--- config.mk ---
export PLATFORM = sky130hd
export DESIGN_NAME = dividend_rebuild_flat
export DESIGN_NICKNAME = d
export VERILOG_FILES = /design/src/rtl/dividend_rebuild_if.sv /design/src/rtl/dividend_rebuild.sv /design/src/flat_wrapper.sv
export SDC_FILE = /design/constraint.sdc
export NUM_CORES = 1
export LEC_CHECK = 0
export ABC_CLOCK_PERIOD_IN_PS = 10200
export BUFFER_PORTS_ARGS = -buffer_cell sky130_fd_sc_hd__buf_4
export CAP_MARGIN = 20
export CORE_AREA = 2 2 124 90
export DETAILED_ROUTE_END_ITERATION = 7
export DIE_AREA = 0 0 126 92
export PLACE_DENSITY = 0.86
export SETUP_SLACK_MARGIN = 0.3
export SLEW_MARGIN = 20
export SYNTH_ARGS = -nofsm -noshare
export SYNTH_HDL_FRONTEND = slang
export SYNTH_SLANG_ARGS = --single-unit
--- constraint.sdc ---
create_clock -name clk -period 10.2 [get_ports clk]
set_clock_uncertainty 0.2 [all_clocks]
set_input_delay 2.04 -clock clk [delete_from_list [all_inputs] [get_ports clk]]
set_output_delay 2.04 -clock clk [all_outputs]
set_load 0.1 [all_outputs]
--- src/rtl/dividend_rebuild_if.sv ---
// Operand/result bundle for dividend_rebuild: start + quo/divisor/rem in, busy/done/result/err out.
// Latency: none (wires only).
// Backpressure: none; the requester watches busy/done and only pulses start when the block is free.
interface dividend_rebuild_if;
  logic        start;
  logic [8:0]  quo;
  logic [15:0] divisor;
  logic [8:0]  rem;
  logic        busy;
  logic        done;
  logic [25:0] result;
  logic        err;

  modport master (
    output start, quo, divisor, rem,
    input  busy, done, result, err
  );

  modport slave (
    input  start, quo, divisor, rem,
    output busy, done, result, err
  );
endinterface

--- src/rtl/dividend_rebuild.sv ---
// Rebuilds a dividend as quo * divisor + rem with a shift-add loop, one quotient bit per clock.
// Latency: result/done 9 edges after the accept edge; one op per 10 cycles.
// Backpressure: start is honoured only when free (IDLE, or the edge that ends DONE); otherwise dropped.
// Optional DIVIDEND_REBUILD_REM_CHECK_EN: err flags rem >= divisor alongside done.
module dividend_rebuild (
  input  logic                clk,
  input  logic                rst_n,
  dividend_rebuild_if.slave   bus
);

  typedef enum logic [1:0] {
    IDLE = 2'd0,
    CALC = 2'd1,
    DONE = 2'd2
  } state_t;

  state_t      state_q, state_d;
  logic [8:0]  sreg_q, sreg_d;
  logic [25:0] acc_q, acc_d;
  logic [15:0] div_q, div_d;
  logic [3:0]  cnt_q, cnt_d;
  logic [25:0] result_q, result_d;
  logic        load;

  // Divisor weighted by the current quotient bit position, and the accumulator after this step.
  logic [25:0] addend;
  logic [25:0] acc_step;
  assign addend   = {10'd0, div_q} << cnt_q;
  assign acc_step = sreg_q[0] ? (acc_q + addend) : acc_q;

  // State and datapath registers, cleared by synchronous reset.
  always_ff @(posedge clk) begin
    if (!rst_n) begin
      state_q  <= IDLE;
      sreg_q   <= '0;
      acc_q    <= '0;
      div_q    <= '0;
      cnt_q    <= '0;
      result_q <= '0;
    end else begin
      state_q  <= state_d;
      sreg_q   <= sreg_d;
      acc_q    <= acc_d;
      div_q    <= div_d;
      cnt_q    <= cnt_d;
      result_q <= result_d;
    end
  end

  // Next-state and datapath: load operands on accept, run 9 steps, publish result on the last.
  // The edge that leaves DONE also acts as an IDLE edge for start, so a held start
  // restarts immediately and back-to-back operations complete every 10 cycles.
  always_comb begin
    state_d  = state_q;
    sreg_d   = sreg_q;
    acc_d    = acc_q;
    div_d    = div_q;
    cnt_d    = cnt_q;
    result_d = result_q;
    load     = 1'b0;

    case (state_q)
      IDLE: begin
        if (bus.start) begin
          load    = 1'b1;
          state_d = CALC;
        end
      end
      CALC: begin
        acc_d  = acc_step;
        sreg_d = sreg_q >> 1;
        cnt_d  = cnt_q + 4'd1;
        if (cnt_q == 4'd8) begin
          result_d = acc_step;
          state_d  = DONE;
        end
      end
      DONE: begin
        load    = bus.start;
        state_d = bus.start ? CALC : IDLE;
      end
      default: begin
        state_d = IDLE;
      end
    endcase

    if (load) begin
      div_d  = bus.divisor;
      sreg_d = bus.quo;
      acc_d  = {17'd0, bus.rem};
      cnt_d  = 4'd0;
    end
  end

  assign bus.busy   = (state_q != IDLE);
  assign bus.done   = (state_q == DONE);
  assign bus.result = result_q;

`ifdef DIVIDEND_REBUILD_REM_CHECK_EN
  logic flag_q, flag_d;
  logic err_q, err_d;
  logic last_step;

  assign last_step = (state_q == CALC) && (cnt_q == 4'd8);

  // Range flag captured with the operands; exposed only for the done cycle.
  always_comb begin
    flag_d = flag_q;
    err_d  = err_q;
    if (load) begin
      flag_d = ({7'd0, bus.rem} >= bus.divisor);
    end
    if (last_step) begin
      err_d = flag_q;
    end else if (state_q == DONE) begin
      err_d = 1'b0;
    end
  end

  // Range-flag registers.
  always_ff @(posedge clk) begin
    if (!rst_n) begin
      flag_q <= 1'b0;
      err_q  <= 1'b0;
    end else begin
      flag_q <= flag_d;
      err_q  <= err_d;
    end
  end

  assign bus.err = err_q;
`else
  assign bus.err = 1'b0;
`endif

endmodule
--- src/flat_wrapper.sv ---
// flat-port wrapper written by rule: the top's interface ports become plain ports
module dividend_rebuild_flat 
  (clk, rst_n, bus_start, bus_quo, bus_divisor, bus_rem, bus_busy, bus_done, bus_result, bus_err);
  dividend_rebuild_if bus_i ();
  input  logic clk;
  input  logic rst_n;
  input wire logic [$bits(bus_i.start)-1:0] bus_start;
  input wire logic [$bits(bus_i.quo)-1:0] bus_quo;
  input wire logic [$bits(bus_i.divisor)-1:0] bus_divisor;
  input wire logic [$bits(bus_i.rem)-1:0] bus_rem;
  output wire logic [$bits(bus_i.busy)-1:0] bus_busy;
  output wire logic [$bits(bus_i.done)-1:0] bus_done;
  output wire logic [$bits(bus_i.result)-1:0] bus_result;
  output wire logic [$bits(bus_i.err)-1:0] bus_err;
  assign bus_i.start = bus_start;
  assign bus_i.quo = bus_quo;
  assign bus_i.divisor = bus_divisor;
  assign bus_i.rem = bus_rem;
  assign bus_busy = bus_i.busy;
  assign bus_done = bus_i.done;
  assign bus_result = bus_i.result;
  assign bus_err = bus_i.err;
  dividend_rebuild u_core (.clk(clk), .rst_n(rst_n), .bus(bus_i));
endmodule
After elaboration in Yosys (flattened, before gate mapping)
Cells that the tools add are included.
{ "word_totals": {"inputBits": 37, "register_bits": 83} }
{ "classes": {"addsub": 2, "n_eq_ne": 5, "n_shift": 1, "reduce_logical": 6, "mux": 11, "n_bitwise": 1} }
{ "ops": {"columns": ["op", "count"], "rows": [
  ["$mux W9", 4],
  ["$add A26 B26 Y26", 1],
  ["$mux W26", 1],
  ["$shl A16 B4 Y26", 1],
  ["$pmux W2 S3", 1],
  ["$add A4 B1 Y4 const B", 1],
  ["$eq A4 B4 Y1 const B", 1],
  ["$mux W2", 2],
  ["$reduce_and A2 Y1", 2],
  ["$reduce_bool A2 Y1", 2],
  ["$eq A2 B1 Y1 const B", 1],
  ["$eq A2 B2 Y1 const B", 1],
  ["$logic_not A2 Y1", 1],
  ["$mux W1", 2],
  ["$ne A2 B1 Y1 const B", 1],
  ["$ne A2 B2 Y1 const B", 1],
  ["$pmux W1 S2", 1],
  ["$reduce_or A2 Y1", 1],
  ["$not A1 Y1", 1]
]} }

Longest topological paths before layout
Gate-level depths: netlist of run 1.
{ "depth": {"word_depth": 5, "ltp_mapped": 18, "mapped_depth_nobuf": 16} }

Worst setup path after synthesis of run 1
OpenSTA, ideal clock, no wires.
{ "synth_path": {"kind": "register to register", "start": "register u_core.cnt_q[1]", "end": "register u_core.result_q[24], in the netlist u_core.bus.result[24]", "slack_ns": 6.266, "arrival_ns": 3.657, "path_stages_with_launch": 16, "required_ns": 9.923, "setup_time_ns": 0.077, "path_buffers": 3, "period_less_slack_ns": 3.934, "path_cell_list": "dfxtp_1 > buf_2 > buf_1 > clkbuf_1 > mux4_2 > a21oi_1 > nor2_1 > ha_1 > and3_1 > nand3_1 > a211o_1 > and2_4 > nor3_2 > nor2_1 > or4_1 > a41oi_2"} }
{ "synth_via": {"elab_chain_cells": 3, "elab_cells_between_ends": 5, "cone_classes": "add/sub: 1; eq/ne: 1; shift: 1; mux: 1; reduce/logical: 1"} }
{ "synth_lines": {"columns": ["element", "line_no", "rtl"], "rows": [
  ["from (decl)", "dividend_rebuild.sv:21", "logic [3:0] cnt_q, cnt_d;"],
  ["from (signal assigned)", "dividend_rebuild.sv:45", "cnt_q <= cnt_d;"],
  ["$shl A16 B4 Y26", "dividend_rebuild.sv:28", "assign addend = {10'd0, div_q} << cnt_q;"],
  ["$add A26 B26 Y26", "dividend_rebuild.sv:29", "assign acc_step = sreg_q[0] ? (acc_q + addend) : acc_q;"],
  ["$mux W26", "dividend_rebuild.sv:29", null],
  ["to (signal assigned)", "dividend_rebuild.sv:46", "result_q <= result_d;"],
  ["to (decl)", "dividend_rebuild.sv:22", "logic [25:0] result_q, result_d;"]
]} }
Parallel ways exist; a longest one is shown, timed or not.
A chain may end at the register's enable or synchronous reset.

Final worst setup path of run 1
{ "layout_path": {"start": "register u_core.cnt_q[1]", "end": "register u_core.result_q[18], in the netlist u_core.bus.result[18]"} }
Same word-level chain as after synthesis.

==> impl_metrics.ini, run 1 <==
[cts]
cts_tree = done
clock_path_buffers = 2
cts_sinks = 83
clockRootBuffer = clkbuf_16
htree_num_levels = 3
clk_latency_ns = 0.35
numCtsBuffers = 9
clk_pin_slew_ns = 0.07
hold_buffers = 0
cts_setup_buffers = 0
cts_resized = 0

[worst_setup_path]
cpMaxStageDelayCell = dfxtp_1
max_stage_delay_ns = 0.97
worst_setup_path_end_kind = register
critPathMaxFanout = 27
reg2reg_slack_ns = 5.50
critPathRequiredTime_ns = 10.30
crit_path_cell_trace = mux2_2 > o21ai_0 > nor2_1 > a21oi_1 > nor2_1 > ha_1 > and3_1 > nand3_1 > a211o_1 > and2_4 > o311ai_0 > a21oi_1 > xnor2_1 > o211a_1
r2r-start = u_core.cnt_q[1]$_SDFFE_PP0P_
rr_worst_depth = 14
timing.rr.end = u_core.bus.result[18]$_SDFFE_PN0P_
crit_family = compound AO/OA/AOI/OAI gates
crit_path_start_kind = register
cp.arrival_ns = 4.80
criticalPathCategory = reg2reg
path_buf_inv = 0

[global_routing]
gr-max-usage-layer = met2
overflow = 0
use_met3 = 0.0688
met1_usage = 0.373
grt_use_total = 0.273
grt_antenna_before_repair = 0
grt_max_degree = 69
met2_usage = 0.429
grt_pass1_wl_um = 25700
grt_pass1_vias = 5113

[floorplanning]
io_pins = 66
die_y_um = 92
die_w_um = 126
initial_core_util = 0.528
core_mm2 = 0.0106
rows = 32
die_area_mm2 = 0.0116

[place]
place_congestion = 0.958
dp_cells = 877
place_ws_ns = 5.59
dp.final_hpwl_um = 11100
placed_area_mm2 = 0.00605
port_buffers = 64

[final_layout]
multi_input_area_mm2 = 0.00366
final_cells = 893
area_growth_syn_to_layout_pct = 13.9
fill_cells = 947
final-seq-area_mm2 = 0.00166
finalNetCount = 817
layout-drive-gt1-share = 0.144
fin_area_mm2 = 0.00636
fin_util = 0.602
layout_commonest_cell = nand2_1
mostFrequentLayoutCells = nand2_1 (128), dfxtp_1 (83), buf_4 (69)
diodes = 0

[sta]
fin_tns_setup_ns = 0
postLayoutSetupSlackWorst_ns = 5.50
slew_headroom = 0.304
tightest_slew_ns = 1.04
rsz0062_at_grt = false
hold_viol_final = 0
min_period_ns = 4.70
clock.fmax_mhz = 213
fin_crit_sh = 0.461
setup_viol = 0
finalMaxSlewViolations = 0

[logic_synthesis]
synth_top_family_by_area = compound AO/OA/AOI/OAI gates
syn_nets = 793
synth_seq_cells = 83
yosysSeqAreaShare = 0.298
synth.distinct_cells = 67
syn_area_per_cell_um2 = 7.67
yosys.area_share.adder = 0.0641
synthArstFlopShare = 0
netlist_area_mm2 = 0.00558
synthMuxAreaShare = 0.0536
synth_cells = 728
synth-edff-count = 0
ys_warn_count = 0
synth_ff_type = dfxtp_1
synth-simple-area-share = 0.207
synth_xor_area_frac = 0.0345
synth-compound-area-share = 0.296

[drt]
vias_per_cell = 6.12
vias = 5463
drc_errors = 0
wl_um = 15400
ant_nets = 0
drt_pass1_iterations = 5
drtIter0Drc = 508
routedWlPerCell_um = 17.2

[power_and_ir_drop]
powerDensity_mw_per_mm2 = 129
ir_worst_vdd_mv = 0.0978
p_leak_nw = 2.63

[worst_hold_path]
min-delay-start = u_core.sreg_q[5]$_SDFFE_PN0P_
whs_path_depth = 2
hold_path.class = reg2reg
whs_endpoint = u_core.sreg_q[5]$_SDFFE_PN0P_

[flow_run]
drv_cap = 0

[run_status]
outcome = finished, final reports clean
stage by stage:
stage	hold slack [ns]	total power, mW
4_1_cts	0.265	0.821
3_5_place_dp	0.257	0.480
5_1_grt	0.294	0.850
3_3_place_gp	0.251	0.476
6_report	0.266	0.818
2_1_floorplan	0.243	0.443
routing by layer:
metal	part of all wire	wire length, um
met3	0.074	1140
met1	0.48	7360
met4	0.016	251
met5	0	0
met2	0.43	6630
worst max path at each step:
stage	startpoint	endpoint	slack [ns]	cells past startpoint
floorplan	u_core.cnt_q[1]$_SDFFE_PP0P_	u_core.bus.result[24]$_SDFFE_PN0P_	6.27	15
global placement	u_core.cnt_q[1]$_SDFFE_PP0P_	u_core.bus.result[18]$_SDFFE_PN0P_	5.57	14
detailed placement	u_core.cnt_q[1]$_SDFFE_PP0P_	u_core.bus.result[18]$_SDFFE_PN0P_	5.59	14
CTS	u_core.cnt_q[1]$_SDFFE_PP0P_	u_core.bus.result[18]$_SDFFE_PN0P_	5.58	14
global route	u_core.cnt_q[1]$_SDFFE_PP0P_	u_core.bus.result[18]$_SDFFE_PN0P_	5.12	14
finish	u_core.cnt_q[1]$_SDFFE_PP0P_	u_core.bus.result[18]$_SDFFE_PN0P_	5.50	14
worst reg2reg max path, cell delays in order, from the launching register on:
cell and delay, ns:
dfxtp_1 0.97, mux2_2 0.43, o21ai_0 0.34, nor2_1 0.07
a21oi_1 0.20, nor2_1 0.11, ha_1 0.47, and3_1 0.23
nand3_1 0.08, a211o_1 0.28, and2_4 0.18, o311ai_0 0.44
a21oi_1 0.15, xnor2_1 0.31, o211a_1 0.20
where the power goes:
| group | switching (mW) | internal [mW] |
|---|---|---|
| Sequential | 0.0117 | 0.334 |
| Clock | 0.138 | 0.203 |
| Combinational | 0.0794 | 0.0505 |
state kept, by name (all words and copies together), names as in the netlist:
register and count:
u_core.sreg_q 9, u_core.state_q 2, u_core.acc_q 26, u_core.bus.result 26, u_core.cnt_q 4, u_core.div_q 16
layout make-up:
class                   count  area share
repair buffers             69      0.0814
multi-input cells         579       0.575
inverters                  10     0.00590
clock inverters             5     0.00964
clock buffers              11      0.0397
well taps                 136      0.0267
flip-flops and latches     83       0.261
cells by family after synthesis:
kind of cell,count (synthesis)
multiplexers,23
other,1
buffers and inverters,66
adder cells (fa/ha/maj),28
XOR/XNOR,22
flip-flops,83
AND/OR/NAND/NOR,262
AO/OA/AOI/OAI,243
Yosys cell counts, types with 11 or more instances:
library cell / number / area (um^2)
clkbuf_1: 41 / 154
dfxtp_1: 83 / 1660
a21boi_0: 30 / 225
nand4_1: 13 / 81.3
nand2_1: 128 / 480
nor3_1: 12 / 60.1
ha_1: 27 / 338
nor2_1: 64 / 240
xnor2_1: 19 / 166
a22oi_1: 15 / 113
a21o_1: 15 / 113
mux2i_1: 13 / 130
a21oi_1: 61 / 305
nand3_1: 11 / 55.1
o21ai_0: 51 / 255
Note: power is estimated with default switching activity, not from simulation.
==> run 2, diff against run 1 <==
ABC_CLOCK_PERIOD_IN_PS = 3900   (was 10200)
CORE_AREA = 2 2 125 91   (was 2 2 124 90)
DIE_AREA = 0 0 127 93   (was 0 0 126 92)
PLACE_DENSITY = 0.87   (was 0.86)
clock period = 3.9 ns   (was 10.2 ns; I/O delays follow)
==> run 2 against run 1 <==
  * Setup slack worse by 5.3 ns
  * Via count is 5.7% higher
  * Critical path depth is 4 higher
  * Die area is 1.9% higher
  * Sequential power grew to 2.6 times the previous value
  * Sequential cell count stayed put
  * Wire length is 8.2% higher
  * Combinational power grew to 3.2 times the previous value
  * Fmax is 29% higher
  * Clock power is 130% higher
  * Hold slack better by 0.0049 ns
  * Largest cell class unchanged
  * Highest routed layer unchanged
==> impl_metrics.ini, run 2 (synthesis gave the netlist of run 1 again) <==
[run_status]
outcome = finished, final reports clean

[floorplanning]
io_pins = 66
rows = 32
die_y_um = 93
die_w_um = 127
core_mm2 = 0.0107
initial_core_util = 0.524
die_area_mm2 = 0.0118

[drt]
drt_pass1_iterations = 5
routedWlPerCell_um = 17.6
ant_nets = 0
vias = 5777
drc_errors = 0
wl_um = 16600
drtIter0Drc = 591
vias_per_cell = 6.12

[sta]
hold_viol_final = 0
fin_crit_sh = 0.936
tightest_slew_ns = 0.938
setup_viol = 0
min_period_ns = 3.65
postLayoutSetupSlackWorst_ns = 0.249
slew_headroom = 0.375
rsz0062_at_grt = true
clock.fmax_mhz = 274
finalMaxSlewViolations = 0

[worst_setup_path]
cp.arrival_ns = 3.67
r2r-start = u_core.cnt_q[1]$_SDFFE_PP0P_
timing.rr.end = u_core.bus.result[25]$_SDFFE_PN0P_
path_depth = 18
crit_path_cell_trace = buf_8 > buf_4 > buf_4 > a211oi_2 > a21oi_2 > nand2_1 > nand2_2 > nand2_1 > o21ai_1 > ha_1 > o211ai_1 > nor2_1 > a22oi_2 > a21oi_4 > a31oi_4 > o41ai_4 > xnor2_2 > o21ai_0
cpMaxStageDelayCell = o41ai_4
worst_setup_path_end_kind = register
rr_worst_depth = 18
reg2reg_slack_ns = 0.25
criticalPathCategory = reg2reg
max_stage_delay_ns = 0.40
crit_path_start_kind = register
crit_family = compound AO/OA/AOI/OAI gates
critPathRequiredTime_ns = 3.92
critPathMaxFanout = 8
path_buf_inv = 3

[power_and_ir_drop]
powerDensity_mw_per_mm2 = 305
p_leak_nw = 2.92
power_frac_seq = 0.426
power.clock.fraction = 0.377
power_switching_mw = 0.637
intPower_mw = 1.49
ir_worst_vdd_mv = 0.203
power_mw = 2.13
pwr-share-comb = 0.197
p_sw_frac = 0.300

[final_layout]
finalNetCount = 868
final-seq-area_mm2 = 0.00167
layout-drive-gt1-share = 0.257
multi_input_area_mm2 = 0.00390
diodes = 0
final_cells = 944
layout_commonest_cell = nand2_1
mostFrequentLayoutCells = nand2_1 (127), buf_4 (116), dfxtp_1 (81)
fill_cells = 892
area_growth_syn_to_layout_pct = 25.0

[cts]
numCtsBuffers = 9
clk_pin_slew_ns = 0.07
clock_path_buffers = 2
cts_sinks = 83
htree_num_levels = 3
clockRootBuffer = clkbuf_16
cts_tree = done
hold_buffers = 0
clk_latency_ns = 0.35

[worst_hold_path]
whs_endpoint = u_core.sreg_q[1]$_SDFFE_PN0P_
min-delay-start = u_core.sreg_q[1]$_SDFFE_PN0P_
whs_path_depth = 2
hold_path.class = reg2reg

[place]
port_buffers = 64
dp.final_hpwl_um = 11300
place_ws_ns = -0.0501
dp_cells = 904
place_congestion = 0.969

[global_routing]
overflow = 0
grt_use_total = 0.270
grt_pass1_vias = 5234
grt_max_degree = 68
grt_antenna_before_repair = 0
grt_pass1_wl_um = 26000

[flow_run]
drv_cap = 0
run 2: cell count changes in the layout (fill, tap and decap cells not counted), moves of 6 or more:
| cell | before | now |
|---|---|---|
| buf_4 | 69 | 116 |
| a211oi_2 | 1 | 7 |
| o21ai_1 | 1 | 9 |
| a21oi_2 | 0 | 7 |
| a211oi_1 | 10 | 4 |
| a21oi_1 | 61 | 54 |
| o21ai_0 | 51 | 41 |
| ha_2 | 0 | 7 |
| ha_1 | 27 | 19 |
run 2: worst max-delay path by stage:
stage	from	endpoint	slack (ns)
6_report	u_core.cnt_q[1]$_SDFFE_PP0P_	u_core.bus.result[25]$_SDFFE_PN0P_	0.25
5_1_grt	u_core.cnt_q[0]$_SDFFE_PP0P_	u_core.bus.result[18]$_SDFFE_PN0P_	0.13
4_1_cts	u_core.cnt_q[1]$_SDFFE_PP0P_	u_core.acc_q[25]$_SDFFE_PP0P_	0.28
3_5_place_dp	u_core.cnt_q[0]$_SDFFE_PP0P_	u_core.acc_q[25]$_SDFFE_PP0P_	-0.05
3_3_place_gp	u_core.cnt_q[0]$_SDFFE_PP0P_	u_core.acc_q[25]$_SDFFE_PP0P_	-0.06
2_1_floorplan	u_core.cnt_q[1]$_SDFFE_PP0P_	u_core.bus.result[24]$_SDFFE_PN0P_	0.30
run 2: area by class of cell:
class | count | area share
inverter | 10 | 0.00538
multi-input combinational | 579 | 0.559
tap | 136 | 0.0244
clock buffer | 9 | 0.0323
timing repair buffer | 120 | 0.132
sequential | 83 | 0.239
clock inverter | 7 | 0.00753
run 2: through the flow:
step / instance area [um^2] / util / hold WS (ns) / setup TNS (ns)
2_1_floorplan: 5590 / - / 0.243 / 0
3_5_place_dp: 6250 / 0.587 / 0.265 / -0.0734
6_report: 6980 / 0.655 / 0.271 / 0
4_1_cts: 6680 / 0.627 / 0.275 / 0
5_1_grt: 6980 / 0.655 / 0.290 / 0
3_3_place_gp: 6250 / 0.587 / 0.252 / -0.0804
run 2: metal layers:
metal / wire, um / up-vias / track usage
met1: 7660 / 2705 / 0.388
met5: 0 / - / 0
met2: 7380 / 264 / 0.414
met4: 375 / 0 / 0.0714
li1: - / 2763 / -
met3: 1230 / 45 / 0.0543
run 2: power groups by stage:
stage	registers [mW]	logic [mW]	clock network (mW)
2_1_floorplan	0.909	0.250	0
3_3_place_gp	0.921	0.350	0
3_5_place_dp	0.923	0.354	0
4_1_cts	0.901	0.371	0.807
5_1_grt	0.909	0.451	0.849
6_report	0.906	0.418	0.803
run 2: worst reg2reg max path: stages, from the launching register on:
cell	delay [ns]
dfxtp_4	0.37
buf_8	0.14
buf_4	0.15
buf_4	0.15
a211oi_2	0.27
a21oi_2	0.06
nand2_1	0.09
nand2_2	0.08
nand2_1	0.10
o21ai_1	0.10
ha_1	0.36
o211ai_1	0.12
nor2_1	0.16
a22oi_2	0.11
a21oi_4	0.23
a31oi_4	0.14
o41ai_4	0.41
xnor2_2	0.18
o21ai_0	0.09
run 2: what timing repair did:
action / in CTS / in global routing
endpoints found under the setup margin: 19 / 21
buffers inserted: 12 / 12
gates resized for setup: 18 / 59
endpoints found under the hold margin: 0 / 0
pin swaps: 8 / 24
